**src/rtl/ps2_host_tx.sv**
```systemverilog
// PS/2 host-to-device transmitter: inhibits the bus, requests to send, shifts one
// command byte out on device clock falls (odd parity, stop) and checks the device ACK.
module ps2_host_tx #(
    parameter int INHIBIT_CYCLES = 10000,
    parameter int TIMEOUT_CYCLES = 2000000,
    parameter int SYNC_STAGES    = 2
) (
    input  logic       clock,
    input  logic       reset,
    input  logic       tx_valid,
    input  logic [7:0] tx_data,
    output logic       tx_ready,
    output logic       tx_done,
    output logic       tx_error,
    output logic       rx_inhibit,
    input  logic       ps2_clock_in,
    input  logic       ps2_data_in,
    output logic       ps2_clock_oe,
    output logic       ps2_data_oe
);

    localparam int INH_W = $clog2(INHIBIT_CYCLES + 1);
    localparam int TMO_W = $clog2(TIMEOUT_CYCLES + 1);
    localparam logic [INH_W-1:0] INH_LAST  = INH_W'(INHIBIT_CYCLES - 1);
    localparam logic [TMO_W-1:0] TMO_LIMIT = TMO_W'(TIMEOUT_CYCLES);

    typedef enum logic [2:0] {
        S_IDLE,
        S_INHIBIT,
        S_RTS,
        S_DATA,
        S_ACK,
        S_DONE,
        S_ERROR
    } state_t;

    state_t state_reg, state_next;

    logic [SYNC_STAGES-1:0] clk_sync_reg;
    logic [SYNC_STAGES-1:0] dat_sync_reg;
    logic                   clk_prev_reg;
    logic                   clk_s;
    logic                   dat_s;
    logic                   fall;

    logic [7:0]       byte_reg, byte_next;
    logic             parity_reg, parity_next;
    logic [3:0]       bit_cnt_reg, bit_cnt_next;
    logic             drive_reg, drive_next;
    logic [INH_W-1:0] inh_cnt_reg, inh_cnt_next;
    logic [TMO_W-1:0] tmo_cnt_reg, tmo_cnt_next;
    logic             tmo_active;

    // Idle PS/2 lines float high, so the synchronizers reset to 1 to avoid a false fall.
    always_ff @(posedge clock or negedge reset) begin
        if (!reset) begin
            clk_sync_reg <= '1;
            dat_sync_reg <= '1;
            clk_prev_reg <= 1'b1;
        end else begin
            clk_sync_reg <= {clk_sync_reg[SYNC_STAGES-2:0], ps2_clock_in};
            dat_sync_reg <= {dat_sync_reg[SYNC_STAGES-2:0], ps2_data_in};
            clk_prev_reg <= clk_sync_reg[SYNC_STAGES-1];
        end
    end

    assign clk_s = clk_sync_reg[SYNC_STAGES-1];
    assign dat_s = dat_sync_reg[SYNC_STAGES-1];
    assign fall  = clk_prev_reg & ~clk_s;

    always_ff @(posedge clock or negedge reset) begin
        if (!reset) begin
            state_reg   <= S_IDLE;
            byte_reg    <= '0;
            parity_reg  <= 1'b0;
            bit_cnt_reg <= '0;
            drive_reg   <= 1'b0;
            inh_cnt_reg <= '0;
            tmo_cnt_reg <= '0;
        end else begin
            state_reg   <= state_next;
            byte_reg    <= byte_next;
            parity_reg  <= parity_next;
            bit_cnt_reg <= bit_cnt_next;
            drive_reg   <= drive_next;
            inh_cnt_reg <= inh_cnt_next;
            tmo_cnt_reg <= tmo_cnt_next;
        end
    end

    always_comb begin
        state_next   = state_reg;
        byte_next    = byte_reg;
        parity_next  = parity_reg;
        bit_cnt_next = bit_cnt_reg;
        drive_next   = drive_reg;
        inh_cnt_next = inh_cnt_reg;
        tmo_cnt_next = tmo_cnt_reg;
        tmo_active   = 1'b0;
        tx_ready     = 1'b0;
        tx_done      = 1'b0;
        tx_error     = 1'b0;
        rx_inhibit   = 1'b1;
        ps2_clock_oe = 1'b0;
        ps2_data_oe  = 1'b0;

        case (state_reg)
            S_IDLE: begin
                tx_ready   = 1'b1;
                rx_inhibit = 1'b0;
                if (tx_valid) begin
                    byte_next    = tx_data;
                    parity_next  = ~^tx_data;
                    inh_cnt_next = '0;
                    state_next   = S_INHIBIT;
                end
            end
            S_INHIBIT: begin
                ps2_clock_oe = 1'b1;
                if (inh_cnt_reg == INH_LAST) begin
                    tmo_cnt_next = '0;
                    state_next   = S_RTS;
                end else begin
                    inh_cnt_next = inh_cnt_reg + 1'b1;
                end
            end
            S_RTS: begin
                // Data held low acts as the start bit; the first fall loads bit 0.
                ps2_data_oe = 1'b1;
                tmo_active  = 1'b1;
                if (fall) begin
                    bit_cnt_next = 4'd1;
                    drive_next   = ~byte_reg[0];
                    state_next   = S_DATA;
                end
            end
            S_DATA: begin
                ps2_data_oe = drive_reg;
                tmo_active  = 1'b1;
                if (fall) begin
                    bit_cnt_next = bit_cnt_reg + 4'd1;
                    if (bit_cnt_reg < 4'd8) begin
                        drive_next = ~byte_reg[bit_cnt_reg[2:0]];
                    end else if (bit_cnt_reg == 4'd8) begin
                        drive_next = ~parity_reg;
                    end else begin
                        drive_next = 1'b0;
                        state_next = S_ACK;
                    end
                end
            end
            S_ACK: begin
                tmo_active = 1'b1;
                if (fall) begin
                    state_next = dat_s ? S_ERROR : S_DONE;
                end
            end
            S_DONE: begin
                tmo_active = 1'b1;
                if (clk_s && dat_s) begin
                    tx_done    = 1'b1;
                    state_next = S_IDLE;
                end
            end
            S_ERROR: begin
                tx_error   = 1'b1;
                state_next = S_IDLE;
            end
            default: begin
                state_next = S_IDLE;
            end
        endcase

        // A fall restarts the watchdog; a completing DONE wins over a same-cycle expiry.
        if (tmo_active) begin
            if (fall) begin
                tmo_cnt_next = '0;
            end else if (tmo_cnt_reg == TMO_LIMIT) begin
                if (!tx_done) begin
                    state_next = S_ERROR;
                end
            end else begin
                tmo_cnt_next = tmo_cnt_reg + 1'b1;
            end
        end
    end

endmodule
```
**config.mk**
```make
export PLATFORM = sky130hd
export DESIGN_NAME = ps2_host_tx
export DESIGN_NICKNAME = d
export VERILOG_FILES = /design/src/rtl/ps2_host_tx.sv
export SDC_FILE = /design/constraint.sdc
export NUM_CORES = 1
export LEC_CHECK = 0
export CAP_MARGIN = 20
export CORE_AREA = 5 5 67 94
export CTS_CLUSTER_DIAMETER = 200
export CTS_CLUSTER_SIZE = 8
export DETAILED_ROUTE_END_ITERATION = 10
export DIE_AREA = 0 0 72 99
export PLACE_DENSITY_LB_ADDON = 0.25
export SYNTH_ARGS = -nofsm -noshare
export SYNTH_HDL_FRONTEND = slang
export SYNTH_SLANG_ARGS = --single-unit
```
**constraint.sdc**
```tcl
create_clock -name clock -period 3.4 [get_ports clock]
set_clock_uncertainty 0.05 [all_clocks]
set_input_delay 0.34 -clock clock [delete_from_list [all_inputs] [get_ports clock]]
set_output_delay 0.34 -clock clock [all_outputs]
set_load 0.1 [all_outputs]
```
==> flow_summary.ini, run 1 <==
[outcome]
outcome = finished clean

[sta]
timing.hold.ws_ps = 44.87
finalHoldViolations = 0
maxSlewHeadroom_pct = 45.32
setup_tns_ps = 0
max_slew.worst_pin.slew_ps = 820.2
drv_slew = 0
min_period_over_period_pct = 65.47
rsz0062_at_grt = no
fmax_mhz = 449.3
setup_viol = 0
fin_crit_ps = 2226

[die]
die_area_sq_um = 7128
core_area_sq_um = 5365
rows = 32
start_util_pct = 58.02
pin_count = 19
die_h_um = 99
die_w_um = 72

[clocking]
numCtsBuffers = 9
cts_tree = done
cts.sinks = 57
clockBufferDepth = 2
cts-hold-fix-buffers = 0
clk_latency_ps = 340
ctsResizeCount = 0
ctsRootBufferMaster = clkbuf_8
path_clk_slew_ps = 60
post-cts-setup-buffers = 0
cts-htree-levels = 3

[global_routing]
antenna_found_initial = 0
grt_usage_pct = 21.10
grt_pass1_vias = 2647
grt_pass1_wl_mm = 11.84
grt_start_max_net_pins = 37
overflow = 0

[flow_run]
maxCapViolations = 0

[worst_setup_path]
cp-start-kind = flop
max_stage_delay_ps = 450
critical_path.n_buffers_inverters = 1
crit_chain = inv_1 -> ha_1 -> or4b_1 -> nor4_2 -> nand2_1 -> or3_4 -> and3_1
r2r_cells = 7
critPathRequiredTime_ps = 3580
crit_family = simple AND/OR/NAND/NOR gates
rr_endpoint = state_reg[0]
crit_fanout = 6
critPathKind = reg2reg
crit_path_end_kind = flop
crit_slowest_cell = or4b_1
reg2reg_from = tmo_cnt_reg[0]
rrSetupSlack_ps = 1170
arrival_ps = 2400

[yosys]
ys_types = 45
avgSynthCellArea_sq_um = 8.997
synth_edf_count = 0
seq_area_frac_synth_pct = 46.02
synthArstFlopShare_pct = 100.0
ys.flop_type = dfrtp_1
synth_area_sq_um = 3113
synthCells = 346
synth_warnings = 0
ys_ff_latch = 57
synth.net_count = 364

[place]
gp_congestion = 0.8608
portBuffers = 18
dp_hpwl_mm = 4.844

[pwr]
vdd_drop_max_mv = 0.5656
pwr_density_cell_nw_per_um2 = 555.8
p_leak_nw = 1.509

[finish]
final_nets = 383
syn2layout_area_growth_pct = 14.67
multiInputGateArea_sq_um = 1584
seqCellArea_sq_um = 1433
layout_common_cells = nand2_1 (62), dfrtp_1 (52), nor2_1 (30)
fillers = 435
largest_reg_flops = 21
drive_gt1_share_pct = 11.08
final_common_cell = nand2_1
n_antenna_cell = 0

[min_path]
hold_class = in2async

[route]
ant_nets = 0
wire_per_inst_um = 15.42
drc = 0
routed-via-count = 2580
dr.first_iter.drc_count = 198
drt-total-wl_mm = 6.752
vias_per_cell = 5.890
drt_first_pass_iters = 4
==> worst max-delay path by stage <==
stage	to	slack (ps)	depth (start not counted)	from
finish	state_reg[0]	1170	7	tmo_cnt_reg[0]
global route	tmo_cnt_reg[2]	970	7	inh_cnt_reg[0]
CTS	state_reg[0]	1180	7	tmo_cnt_reg[0]
detailed placement	state_reg[0]	1200	7	tmo_cnt_reg[0]
global placement	state_reg[0]	1230	7	tmo_cnt_reg[0]
floorplan	rx_inhibit	300	3	state_reg[1]
==> logic make-up (layout without fill, tap and decap cells) <==
kind of cell	after synthesis	after routing	share of synthesized area, %
xor+xnor	25	25	7.034
simple gates	182	182	29.42
compound gates	41	41	8.320
mux	11	11	3.939
flops	57	57	46.02
buf+inv	25	49	3.255
fa+ha+maj	5	5	2.010
==> power by group <==
group / switching [W] / internal (W)
clock: 0.000261 / 0.000474
sequential: 0.000109 / 0.000794
combinational: 0.000202 / 0.000145
total: 0.000571 / 0.00141
==> final cells by class <==
class | instances | share of cell area (%)
Timing Repair Buffer | 23 | 5.538
Sequential cell | 57 | 40.13
Clock inverter | 2 | 1.682
Multi-Input combinational cell | 264 | 44.37
Inverter | 10 | 1.052
Tap cell | 68 | 2.383
Clock buffer | 14 | 4.837
==> metal layers <==
layer | vias to the layer above | share of wire (%) | GRT usage [%]
li1 | 1263 | - | -
met1 | 1219 | 41 | 25.03
met2 | 82 | 51 | 35.84
met3 | 16 | 5.6 | 3.061
met4 | 0 | 2.1 | 12.01
met5 | - | 0 | 0
==> metrics by stage <==
stage | cell area [sq um] | setup slack [ps] | utilization (%) | cells | power [W]
3_3_place_gp | 3337 | 1231 | 62.20 | 422 | 0.001239
4_1_cts | 3570 | 1178 | 66.53 | 438 | 0.001999
6_report | 3570 | 1174 | 66.53 | 438 | 0.001984
2_1_floorplan | 3118 | 303.6 | - | 346 | 0.001155
3_5_place_dp | 3337 | 1198 | 62.20 | 422 | 0.001259
5_1_grt | 3570 | 972.0 | 66.53 | 438 | 0.002099
==> Yosys cell counts (5+ instances only) <==
cell type / count / area (sq um)
nand2_1: 62 / 232.7
dfrtp_1: 52 / 1301
nor2_1: 30 / 112.6
nand3_1: 24 / 120.1
nand4_1: 18 / 112.6
nor3_1: 14 / 70.07
xnor2_1: 14 / 122.6
o21ai_0: 12 / 60.06
a21oi_1: 11 / 55.05
xor2_1: 11 / 96.34
inv_1: 10 / 37.54
mux2i_1: 10 / 100.1
clkbuf_1: 9 / 33.78
o31ai_1: 7 / 52.55
nor4_1: 6 / 37.54
buf_2: 5 / 25.02
dfstp_2: 5 / 131.4
ha_1: 5 / 62.56
Note: power is estimated with default switching activity, not from simulation.
==> inputs of run 2 (changes only) <==
--- a/config.mk
+++ b/config.mk
@@ -6,11 +6,11 @@
 export NUM_CORES = 1
 export LEC_CHECK = 0
 export CAP_MARGIN = 20
-export CORE_AREA = 5 5 67 94
+export CORE_AREA = 5 5 71 99
 export CTS_CLUSTER_DIAMETER = 200
 export CTS_CLUSTER_SIZE = 8
 export DETAILED_ROUTE_END_ITERATION = 10
-export DIE_AREA = 0 0 72 99
+export DIE_AREA = 0 0 76 104
 export PLACE_DENSITY_LB_ADDON = 0.25
 export SYNTH_ARGS = -nofsm -noshare
 export SYNTH_HDL_FRONTEND = slang
==> constraint.sdc (replaced) <==
create_clock -name clock -period 1.9 [get_ports clock]
set_clock_uncertainty 0.05 [all_clocks]
set_input_delay 0.19 -clock clock [delete_from_list [all_inputs] [get_ports clock]]
set_output_delay 0.19 -clock clock [all_outputs]
set_load 0.1 [all_outputs]
==> run 2 against run 1 <==
- the flow now finishes with violations (negative setup slack)
- global-route usage fell by 2.4 points
- die area rose by 11%
- largest power group unchanged
- worst setup slack got worse by 1300 ps
- clock-buffer cell count fell by 5
- first-iteration DRC count fell by 29%
- hold slack improved by 160 ps
==> flow_summary.ini, run 2 (same netlist as run 1, synthesis figures left out) <==
[pwr]
p_seq_share_pct = 45.7
p_leak_nw = 1.665
pwr_density_cell_nw_per_um2 = 859.3
vdd_drop_max_mv = 0.6545
p_sw_w = 0.001116
p_int_w = 0.002284
combinationalPowerShare_pct = 25.5
pwr-share-clk_pct = 28.9
switching_share_pct = 32.81

[global_routing]
antenna_found_initial = 0
grt_pass1_wl_mm = 12.12
grt_usage_pct = 18.68
overflow = 0
grt_start_max_net_pins = 24
grt_pass1_vias = 2750

[route]
drt-total-wl_mm = 7.127
drt_first_pass_iters = 4
drc = 0
dr.first_iter.drc_count = 140
ant_nets = 0
routed-via-count = 2705
wire_per_inst_um = 14.91
vias_per_cell = 5.659

[finish]
syn2layout_area_growth_pct = 27.09
final_nets = 419
n_antenna_cell = 0
largest_reg_flops = 21
layout_common_cells = nand2_1 (57), dfrtp_1 (51), buf_4 (40)
final_common_cell = nand2_1
fillers = 520
fin_util_pct = 65.04
drive_gt1_share_pct = 24.14

[sta]
layout_setup_ws_ps = -126.5
setup_tns_ps = -165.9
min_period_over_period_pct = 106.7
rsz0062_at_grt = yes
finalHoldViolations = 0
drv_slew = 0
fin_crit_ps = 2027
max_slew.worst_pin.slew_ps = 497.9
timing.hold.ws_ps = 203.1
setup_viol = 4
maxSlewHeadroom_pct = 66.80
fmax_mhz = 493.5

[die]
pin_count = 19
die_h_um = 104
die_w_um = 76
start_util_pct = 51.17
die_area_sq_um = 7904
core_area_sq_um = 6083
rows = 34

[place]
portBuffers = 18
dp_hpwl_mm = 5.267
gp_congestion = 0.9561

[worst_setup_path]
reg2reg_from = tmo_cnt_reg[0]
crit_path_end_kind = flop
arrival_ps = 2210
critPathRequiredTime_ps = 2090
crit_slowest_cell = or4b_4
rrSetupSlack_ps = -130
crit_chain = inv_1 -> ha_1 -> or4b_4 -> nor4_4 -> nand2_2 -> or3_4 -> and3_1
crit_fanout = 3
crit_start = tmo_cnt_reg[0]
critPathKind = reg2reg
r2r_cells = 7
cp-start-kind = flop
rr_endpoint = state_reg[0]
max_stage_delay_ps = 470

[clocking]
path_clk_slew_ps = 70
ctsRootBufferMaster = clkbuf_8
cts-htree-levels = 3
clockBufferDepth = 2
cts_tree = done
numCtsBuffers = 9
clk_latency_ps = 340
cts.sinks = 57

[outcome]
outcome = finished with violations
violations = negative setup slack

[flow_run]
maxCapViolations = 0

[min_path]
min-delay-start = ps2_data_in
min_path_cells = 1
hold_end = dat_sync_reg[0]
hold_class = in2reg
## run 2: cell count changes in the layout (fill, tap and decap cells not counted), moves of 3 or more
cell,delta
nor2_1,-3
clkinvlp_4,+6
nand2_2,+3
o21ai_0,-3
nand2_1,-5
nor2_2,+3
buf_12,+6
buf_4,+29
clkbuf_8,-3
## run 2: worst max-delay path, delay by kind of cell (launching register included)
kind                       cells  cell delay [ps]
and+or+nand+nor                5             1310
DFF                            1              380
adders and majority gates      1              140
buffers and inverters          1               60
## run 2: layout make-up
type	count	area (sq um)	share of cell area, %
clock buffers	9	123.9	3.131
clock inverters	7	47.55	1.202
inverters	10	41.29	1.044
multi-input cells	264	1674	42.32
flip-flops and latches	57	1434	36.24
well taps	72	90.09	2.277
repair buffers	59	545.5	13.79
## run 2: power by group through the flow
stage / combinational (W) / sequential (W) / clock [W]
floorplan: 0.000544 / 0.00157 / 0
global placement: 0.000824 / 0.00156 / 0
detailed placement: 0.000855 / 0.00157 / 0
CTS: 0.000872 / 0.00155 / 0.00101
global route: 0.000970 / 0.00158 / 0.00106
finish: 0.000866 / 0.00155 / 0.000982
## run 2: metal layers
metal  track usage [%]  up-vias  share of wire [%]
met5                 0        -                  0
met4             10.81        0                2.7
met3             3.986       17                3.7
met2             31.74       67                 51
met1             21.27     1289                 42
li1                  -     1332                  -
## run 2: worst max path at each step
| stage | end | cells past startpoint |
|---|---|---|
| final | state_reg[0] | 7 |
| after global routing | state_reg[0] | 7 |
| after CTS | state_reg[0] | 7 |
| after detailed placement | state_reg[0] | 7 |
| after global placement | state_reg[0] | 7 |
| after floorplan | rx_inhibit | 3 |
## run 2: stage by stage
step	instance area (sq um)	power, W	std cells	setup slack (ps)
final	3956	0.003400	478	-126.5
after detailed placement	3705	0.002426	457	-194.9
after global placement	3705	0.002385	457	-89.43
after floorplan	3218	0.002112	346	-387.7
after CTS	3914	0.003427	476	-151.3
after global routing	3956	0.003605	478	-210.7
## run 2: what timing repair did
action	4_1_cts	5_1_grt
resized for setup	2	9
pin swaps	0	1
hold endpoints to repair	20	0
setup buffers	2	2
cloned	0	0
setup endpoints to repair	3	24
hold buffers	1	0
==> inputs of run 3 (changes only) <==
--- a/config.mk
+++ b/config.mk
@@ -6,12 +6,12 @@
 export NUM_CORES = 1
 export LEC_CHECK = 0
 export CAP_MARGIN = 20
-export CORE_AREA = 5 5 71 99
+export CORE_AREA = 5 5 76 106
 export CTS_CLUSTER_DIAMETER = 200
 export CTS_CLUSTER_SIZE = 8
 export DETAILED_ROUTE_END_ITERATION = 10
-export DIE_AREA = 0 0 76 104
-export PLACE_DENSITY_LB_ADDON = 0.25
+export DIE_AREA = 0 0 81 111
+export PLACE_DENSITY = 0.74
 export SYNTH_ARGS = -nofsm -noshare
 export SYNTH_HDL_FRONTEND = slang
 export SYNTH_SLANG_ARGS = --single-unit
==> run 3 against run 2 <==
- the run still ends with negative setup slack left
- global-route usage shrank 1.1 points
- power grew 5.4%
- clock power grew 14%
- cell count grew 4.8%
- maximum frequency shrank 1.1%
- die area grew 14%
- cell area grew 2.5%
- register-to-register slack lost 20 ps
- worst setup slack lost 23 ps
- critical path type unchanged
- largest power group unchanged
==> flow_summary.ini, run 3 (same netlist as run 1, synthesis figures left out) <==
[worst_setup_path]
critical_path.n_buffers_inverters = 1
crit_chain = inv_1 -> ha_2 -> or4b_4 -> nor4_4 -> nand2_1 -> or3_4 -> and3_1
arrival_ps = 2220
max_stage_delay_ps = 470
crit_slowest_cell = or4b_4
r2r_cells = 7
critPathKind = reg2reg
rrSetupSlack_ps = -150
crit_family = simple AND/OR/NAND/NOR gates
crit_fanout = 3
crit_path_end_kind = flop
reg2reg_from = tmo_cnt_reg[0]
cp-start-kind = flop
critPathRequiredTime_ps = 2070
rr_endpoint = state_reg[0]

[clocking]
clk_latency_ps = 340
cts.sinks = 57
cts-htree-levels = 3
path_clk_slew_ps = 60
clockBufferDepth = 2
numCtsBuffers = 9
ctsRootBufferMaster = clkbuf_8
cts_tree = done

[sta]
finalHoldViolations = 0
fin_crit_ps = 2050
maxSlewHeadroom_pct = 67.84
max_slew.worst_pin.slew_ps = 482.3
min_period_over_period_pct = 107.9
fmax_mhz = 487.9
setup_viol = 3
drv_slew = 0
layout_setup_ws_ps = -149.8
rsz0062_at_grt = yes

[finish]
layout_common_cells = nand2_1 (58), dfrtp_1 (52), buf_4 (39)
final_area_sq_um = 4054
final_nets = 420
drive_gt1_share_pct = 23.89
fin_util_pct = 58.44
n_antenna_cell = 0
multiInputGateArea_sq_um = 1697
syn2layout_area_growth_pct = 30.23
seqCellArea_sq_um = 1433
largest_reg_flops = 21
final_common_cell = nand2_1
stdcell_count = 501
fillers = 608

[die]
die_h_um = 111
die_area_sq_um = 8991
pin_count = 19
rows = 36
die_w_um = 81
core_area_sq_um = 6937
start_util_pct = 44.88

[route]
drc = 0
drt-total-wl_mm = 7.208
drt_first_pass_iters = 4
dr.first_iter.drc_count = 222
ant_nets = 0
vias_per_cell = 5.469
routed-via-count = 2740
wire_per_inst_um = 14.39

[outcome]
violations = negative setup slack
outcome = finished with violations

[place]
gp_congestion = 0.8902
placed_cell_area_sq_um = 3746
dp_hpwl_mm = 5.227
portBuffers = 18
placedCellCount = 480

[global_routing]
grt_usage_pct = 17.61
grt_start_max_net_pins = 58
overflow = 0
antenna_found_initial = 0
grt_pass1_wl_mm = 12.60
grt_pass1_vias = 2890

[min_path]
min-delay-start = ps2_clock_in
min_path_cells = 1
hold_class = in2reg
hold_end = clk_sync_reg[0]

[pwr]
pwr_density_cell_nw_per_um2 = 883.5
p_seq_share_pct = 43.8
p_sw_w = 0.001086
combinationalPowerShare_pct = 24.8
p_leak_nw = 1.710
p_int_w = 0.002496
pwr-share-clk_pct = 31.3
power_w = 0.003582
switching_share_pct = 30.31
vdd_drop_max_mv = 0.7371

[flow_run]
maxCapViolations = 0
==> run 3: metal layers <==
| layer | track usage, % | part of all wire [%] | up-vias | wire, um |
|---|---|---|---|---|
| met3 | 3.740 | 3.1 | 24 | 222 |
| met1 | 20.23 | 41 | 1320 | 2991 |
| met5 | 0 | 0 | - | 0 |
| met2 | 28.74 | 51 | 64 | 3705 |
| met4 | 11.50 | 4.0 | 0 | 289 |
| li1 | - | - | 1332 | - |
==> run 3: layout make-up <==
cell class / count / area share (%)
tap: 95 / 2.932
multi-input combinational: 264 / 41.85
timing repair buffer: 60 / 14.04
clock inverter: 3 / 0.9877
inverter: 10 / 1.019
clock buffer: 12 / 3.827
sequential: 57 / 35.34
==> run 3: what timing repair did <==
action,CTS,global route
pin swaps,1,4
endpoints found under the setup margin,5,26
resized for setup,4,10
endpoints found under the hold margin,52,0
hold buffers,1,0
setup buffers,0,5
gates cloned,0,0
==> run 3: how the worst max path moves through the flow <==
stage,start,endpoint,cells after the start
global route,tmo_cnt_reg[0],state_reg[0],7
CTS,tmo_cnt_reg[0],state_reg[0],7
detailed placement,tmo_cnt_reg[0],state_reg[0],7
floorplan,state_reg[1],rx_inhibit,3
global placement,tmo_cnt_reg[0],state_reg[0],7
finish,tmo_cnt_reg[0],state_reg[0],7
==> run 3: worst register-to-register path: stages, from the launching register on <==
cell     delay [ps]
dfrtp_1         380
inv_1            60
ha_2            160
or4b_4          470
nor4_4          160
nand2_1         130
or3_4           390
and3_1          150
==> run 3: power by group through the flow <==
| stage | sequential [W] | combinational (W) | clock (W) |
|---|---|---|---|
| floorplan | 0.00157 | 0.000544 | 0 |
| global placement | 0.00156 | 0.000826 | 0 |
| detailed placement | 0.00158 | 0.000859 | 0 |
| CTS | 0.00156 | 0.000879 | 0.00115 |
| global route | 0.00159 | 0.000997 | 0.00120 |
| finish | 0.00157 | 0.000890 | 0.00112 |
==> run 3: per-stage QoR <==
step                      hold WS (ps)  TNS [ps]  setup slack [ps]
after floorplan                 -155.6     -3713            -387.7
after global placement           172.3    -106.4            -106.4
after detailed placement         162.2    -260.1            -166.9
after CTS                        199.6    -223.5            -146.8
after global routing             212.9    -729.3            -246.7
final                            210.0    -356.8            -149.8
==> RTL change (flow settings as in run 3) <==
Set the parameter `TIMEOUT_CYCLES` to 1000000 (it was 2000000).
--- a/src/rtl/ps2_host_tx.sv
+++ b/src/rtl/ps2_host_tx.sv
@@ -2,7 +2,7 @@
 // command byte out on device clock falls (odd parity, stop) and checks the device ACK.
 module ps2_host_tx #(
     parameter int INHIBIT_CYCLES = 10000,
-    parameter int TIMEOUT_CYCLES = 2000000,
+    parameter int TIMEOUT_CYCLES = 1000000,
     parameter int SYNC_STAGES    = 2
 ) (
     input  logic       clock,
Behaviour: no difference found for any inputs over 10 cycles, from zero or initial values and one cycle with reset low; that may be too few to reach the edited logic, so the function may still have changed.
==> RTL change against run 3 <==
The flow still finishes with violations (setup timing); power down 29%; worst setup slack gained 100 ps; cell count decreased by 7.0%; synthesized area decreased by 1.7%; design area decreased by 6.4%; core utilization fell by 3.7 points; routed wire length fell by 12%; global-route usage fell by 2.3 points; sequential share of layout area is 1.8 points higher; synthesized cell count decreased by 7.2%; sequential cell count down 1; critical path type unchanged.
==> RTL change: results (changes against run 3) <==
metric;value;unit;change
multiInputCombCellCount;243;;-8.0%
drt-vias-per-instance;5.30;;-3.1%
clock_tree.htree_level_count;2;;-1
post-route-worst-setup-slack;-50.2;ps;+99.6 ps
finalSetupViolCount;6;;+3
largest_register_ff_count;20;;-4.8%
synthXorXnorAreaFrac;0.0834;;+0.0131
grt_use_met2;0.264;;-0.0230
num-nonclk-buffers;54;;-10%
timing.critical_path.max_delay_family;compound AO/OA/AOI/OAI gates;;
syn-mean-instance-area;9.53;um^2;+5.9%
synth_common_cells;sky130_fd_sc_hd__dfrtp_1 (51), sky130_fd_sc_hd__nand2_1 (50), sky130_fd_sc_hd__nor2_1 (27);;
syn-num-nets;339;;-6.9%
final_core_util;0.547;;-0.0372
hold_path_startpoint;ps2_data_in;;
drc_violation_total_after_the_first_tritonroute_iteration;103;;-54%
failed_checks;setup timing;;
cts-resized-gates;6;;+2
clockNetworkAreaShare;0.0241;;-0.0241
dr_wl_met2;3.38;mm;-8.7%
cell_variety_after_synth;53;;+18%
fraction_of_area_in_registers;0.371;;+0.0181
grt_max_degree;24;;-59%
worst_setup_path_startpoint;tmo_cnt_reg[11]$_DFF_PN0_;;
relative_contribution_of_combinational_cells_to_total_power;0.178;;-0.070
detailedPlace.worstSlack;-47.6;ps;+119 ps
timing.critical_path.slowest_cell_delay;580;ps;+110 ps
setup_repair_bufs_after_cts;4;;+4
grt_pass1_vias;2455;;-15%
yosys.area_share.adder;0.0204;;+0.000353
wire_length_of_the_first_global_routing_pass;11.1;mm;-12%
routed_wire_length;6.38;mm;-12%
power.switching_fraction;0.291;;-0.0120
power.leakage;1.69;nW;-1.5%
timing_worst_slew_pin_value;548;ps;+66.1 ps
timing.setup.tns;-172;ps;+185 ps
detailedPlacementHpwl;4.72;mm;-9.8%
multiInputGateArea;1610;um^2;-5.3%
clockBufferCount;5;;-7
place_congestion;0.826;;-7.2%
result_of_the_run;finished, violations left;;
sequentialPowerShare;0.558;;+0.120
fin_nets;388;;-7.6%
insertion_delay;320;ps;-20 ps
seq-power;0.00142;W;-9.6%
synth.ff_latch_count;56;;-1.8%
RTL change: cell types whose count changed after synthesis, sizes merged, moves of 3 or more:
cell,change
a21oi,+7
xor2,+4
or3,+5
nand2,-12
o21ai,+4
nor3,-9
and4,+3
mux2i,-4
nor4,-5
o31ai,-5
nand4,-10
nand3b,+3
RTL change: final timing paths:
kind                                              end  slack (ps)  depth (start not counted)
min in group asynchronous      state_reg[2]$_DFF_PN0_         330                          2
setup / recovery            tmo_cnt_reg[12]$_DFF_PN0_         -50                          5
hold / removal              dat_sync_reg[0]$_DFF_PN1_         220                          1
setup reg to reg            tmo_cnt_reg[12]$_DFF_PN0_         -50                          5
max in group asynchronous  inh_cnt_reg[0]$_DFFE_PN0P_         850                          3
hold reg to reg             clk_sync_reg[1]$_DFF_PN1_         310                          0
